<file path="config.mk">
export PLATFORM = sky130hd
export DESIGN_NAME = hash_matcher
export DESIGN_NICKNAME = d
export VERILOG_FILES = /design/src/rtl/hash_matcher.sv
export SDC_FILE = /design/constraint.sdc
export NUM_CORES = 2
export LEC_CHECK = 0
export ABC_AREA = 1
export BUFFER_PORTS_ARGS = -buffer_cell sky130_fd_sc_hd__buf_4
export CAP_MARGIN = 30
export CORE_AREA = 2 2 530 532
export CTS_BUF_LIST = sky130_fd_sc_hd__clkbuf_8
export DETAILED_ROUTE_END_ITERATION = 8
export DIE_AREA = 0 0 532 534
export SLEW_MARGIN = 15
export SYNTH_ARGS = -nofsm -noshare
export SYNTH_HDL_FRONTEND = slang
export SYNTH_SLANG_ARGS = --single-unit
</file>
<file path="constraint.sdc">
create_clock -name clk -period 5.9 [get_ports clk]
set_input_delay 0.59 -clock clk [delete_from_list [all_inputs] [get_ports clk]]
set_output_delay 0.59 -clock clk [all_outputs]
set_load 0.05 [all_outputs]
</file>
<file path="src/rtl/hash_matcher.sv">
// Qualifies md5core digests with a delayed enable, compares them to a loaded target,
// and holds the first matching message block plus checked/matched statistics.
module hash_matcher #(
  parameter int unsigned LATENCY = 65
) (
  input  logic         clk,
  input  logic         reset,
  input  logic         enable,
  input  logic [127:0] hash,
  input  logic [511:0] message_in,
  input  logic [127:0] target,
  input  logic         target_load,
  input  logic         ack,
  output logic         found,
  output logic [511:0] found_message,
  output logic [63:0]  checked_count,
  output logic [15:0]  match_count,
  output logic         searching
);

  typedef enum logic [1:0] {IDLE, SEARCH, FOUND} state_t;

  state_t               state;
  logic [LATENCY-1:0]   vpipe;
  logic [127:0]         target_reg;
  logic                 hv;
  logic                 hit;
  logic [63:0]          checked_next;
  logic [15:0]          match_next;

  assign hv  = vpipe[LATENCY-1];
  assign hit = hv && (hash == target_reg);

  always_comb begin
    checked_next = (&checked_count) ? checked_count : checked_count + 64'd1;
    match_next   = (&match_count)   ? match_count   : match_count + 16'd1;
  end

  // Loop form keeps LATENCY == 1 legal, where a concatenation slice would be empty.
  always_ff @(posedge clk) begin
    if (reset) begin
      vpipe <= '0;
    end else begin
      vpipe[0] <= enable;
      for (int unsigned i = 1; i < LATENCY; i++) vpipe[i] <= vpipe[i-1];
    end
  end

  always_ff @(posedge clk) begin
    if (reset) begin
      state         <= IDLE;
      target_reg    <= '0;
      found         <= 1'b0;
      found_message <= '0;
      checked_count <= '0;
      match_count   <= '0;
      searching     <= 1'b0;
    end else if (target_load) begin
      // The comparison made this cycle used the old target and is deliberately dropped.
      state         <= SEARCH;
      target_reg    <= target;
      found         <= 1'b0;
      found_message <= '0;
      checked_count <= '0;
      match_count   <= '0;
      searching     <= 1'b1;
    end else begin
      case (state)
        SEARCH: begin
          if (hv) checked_count <= checked_next;
          if (hit) begin
            match_count   <= match_next;
            found_message <= message_in;
            found         <= 1'b1;
            state         <= FOUND;
            searching     <= 1'b0;
          end
        end
        FOUND: begin
          if (hv)  checked_count <= checked_next;
          if (hit) match_count   <= match_next;
          if (ack) begin
            if (hit) begin
              found_message <= message_in;
            end else begin
              found     <= 1'b0;
              state     <= SEARCH;
              searching <= 1'b1;
            end
          end
        end
        default: begin
          state     <= IDLE;
          searching <= 1'b0;
        end
      endcase
    end
  end

endmodule

</file>
==> results.json <==
{
  "grt_usage": 0.140,
  "fin_setup_tns_ns": 0,
  "fin_nets": 8300,
  "synth_cells": 5554,
  "worst_pin_slew_ns": 1.08,
  "routed_wire_length_per_instance_um": 18.4,
  "cp_max_fo": 149,
  "multi_input_area_um2": 15200,
  "syn_area_um2": 35600,
  "vdd_drop_max_mv": 0.168,
  "start_kind": "flip-flop",
  "die_y_um": 534,
  "syn_avg_cell_area_um2": 6.41,
  "cts-buffers-inserted": 163,
  "overflow": 0,
  "portBuffers": 1366,
  "yosys_warnings": 0,
  "design.core.area_um2": 278000,
  "crit_type": "reg2reg",
  "cts_tree": "built",
  "clkSinkCount": 788,
  "grt_pass1_vias": 39076,
  "arrival_ns": 4.96,
  "p_total_mw": 13.0,
  "hpwlAfterDp_mm": 168,
  "total_leakage_power_nw": 29.6,
  "gpl.final_weighted_congestion": 1.01,
  "path_clk_slew_ns": 0.07,
  "status": "finished clean",
  "htreeDepth": 4,
  "drive_gt1_frac": 0.217,
  "setup_viol": 0,
  "max_freq_mhz": 240,
  "hp-class": "in2reg",
  "ios": 1367,
  "clk_latency_ns": 0.95,
  "final_max_slew_viol_count": 0,
  "fin_crit_sh": 0.706,
  "start_util": 0.128,
  "fin_crit_ns": 4.17,
  "grt_pass1_wl_mm": 288,
  "die_w_um": 532,
  "wl_mm": 209,
  "dr.pass1.iters": 5,
  "drtAntennaViolNets": 0,
  "relSlewSlack": 0.273,
  "ys_ff_latch": 788,
  "drc": 0,
  "rows": 194,
  "cts_buffer_depth": 4,
  "dieArea_um2": 284000,
  "grt_setup_unrepaired": "no",
  "finClkSkew_ns": 0.142,
  "vias": 40849,
  "syn_nets": 6331,
  "largest_reg_flops": 512,
  "worstPathRequired_ns": 6.70,
  "end_kind": "flip-flop",
  "syn_to_final_growth_pct": 67.2,
  "post_cts_buffers": 0,
  "grt_max_degree": 161,
  "r2r_slack_ns": 1.73,
  "holdWs_ns": 0.170,
  "power_density_nw_per_um2": 218,
  "ff_latch_area_um2": 15800,
  "ys_seq_area_frac": 0.443,
  "final_area_um2": 59500,
  "initialDrtViolationCount": 2930,
  "fillerInstances": 31137,
  "synth.distinct_cells": 37,
  "antenna_found_initial": 93,
  "via_per_inst": 3.59,
  "dpl_cell_area_um2": 49700,
  "root_buffer": "clkbuf_8",
  "hold_violations": 0,
  "drv_cap": 0
}
==> repair_timing <==
item | CTS | global route
resized for setup | 0 | 0
endpoints found under the hold margin | 640 | 0
hold buffers | 646 | 0
==> layout make-up <==
class	instances	area share
repair buffers	2052	0.289
flip-flops and latches	788	0.265
multi-input cells	3638	0.255
well taps	3724	0.0783
inverters	880	0.0556
clock buffers	195	0.0451
clock inverters	75	0.0103
diodes	40	0.00168
==> where the power goes <==
part           switching (mW)  internal, mW  total, mW
clock                    2.74          3.38       6.12
sequential             0.0345          5.38       5.42
combinational           0.689         0.742       1.43
==> final timing paths <==
kind,from,cells past startpoint,to
max,target_reg[54],13,found_message[433]
min,target[36],3,target_reg[36]
max reg2reg,target_reg[54],13,found_message[433]
min reg2reg,vpipe[37],2,vpipe[38]
==> cell families (layout without fill, tap and decap cells) <==
group                    Yosys count  count (layout)  share of synthesized area
flip-flops                       788             788                      0.443
AND/OR/NAND/NOR                 3321            3321                      0.364
AO/OA/AOI/OAI                    225             225                     0.0389
adder cells (fa/ha/maj)            4               4                    0.00141
XOR/XNOR                          88              88                     0.0216
other                              0              40                          0
buffers and inverters           1128            3202                      0.131
==> worst max-delay path, cell delays in order (launching register included) <==
cell	delay [ns]
dfxtp_1	0.32
xnor2_1	0.85
nand2_1	0.13
nor2_1	0.25
nand3_1	0.13
nor3_2	0.25
nand3_1	0.24
inv_2	0.19
nand2_8	0.36
buf_12	0.38
buf_12	0.26
nand2_1	0.15
nand2_1	0.07
nor2_1	0.16
==> stage by stage <==
stage	utilization	std cells	worst slack, ns
after floorplan	-	5554	3.44
after global placement	0.178	10433	1.63
after detailed placement	0.178	10436	1.66
after CTS	0.213	11352	1.94
after global routing	0.214	11385	1.71
final	0.214	11392	1.73
==> metal layers <==
layer / share of wire / global-route usage
met2: 0.45 / 0.229
met4: 0.038 / 0.0498
met1: 0.40 / 0.167
met5: 0.0022 / 0
met3: 0.10 / 0.0536
==> placed cells by master (no fill, tap or decap), drive strengths merged <==
master,netlist,layout
nand2,1709,1709
buf,119,1406
nor2,1403,1403
inv,879,931
dfxtp,788,788
dlygate4sd3,0,646
clkbuf,129,195
a21oi,110,110
a211oi,101,101
nand4,72,72
xor2,51,51
nand3,44,44
diode,0,40
xnor2,37,37
nor3,34,34
nor3b,18,18
nor4,16,16
o21ai,11,11
clkinv,1,11
and2,10,10
bufinv,0,9
or2,7,7
nand3b,4,4
ha,4,4
clkinvlp,0,4
and3,3,3
o22ai,2,2
nor2b,1,1
a41oi,1,1
==> Yosys cell counts <==
library cell / instances / area, um2
nand3_1: 43 / 215
xnor2_1: 37 / 324
o21ai_1: 1 / 5.00
inv_2: 10 / 37.5
nand2_1: 1706 / 6400
nor2b_1: 1 / 6.26
nand4_1: 72 / 450
nand3b_1: 4 / 30.0
or2_1: 1 / 6.26
nor4_4: 1 / 21.3
nor2_2: 2 / 12.5
nor4_1: 14 / 87.6
or2_2: 6 / 37.5
buf_2: 57 / 285
buf_1: 10 / 37.5
o22ai_1: 2 / 12.5
buf_4: 8 / 60.1
xor2_1: 51 / 447
dfxtp_1: 788 / 15800
nor3b_1: 18 / 135
inv_1: 869 / 3260
o21ai_0: 10 / 50.1
nand2_2: 3 / 18.8
and2_1: 10 / 62.6
a211oi_1: 101 / 758
clkinv_1: 1 / 3.75
nor3_1: 33 / 165
nand3_2: 1 / 10.0
and3_1: 3 / 18.8
nor2_1: 1401 / 5260
nor3_2: 1 / 10.0
clkbuf_1: 129 / 484
ha_1: 4 / 50.1
a41oi_1: 1 / 8.76
a21oi_1: 110 / 551
nor4_2: 1 / 12.5
buf_6: 44 / 495
No activity file was read; power rests on OpenSTA's default activity.
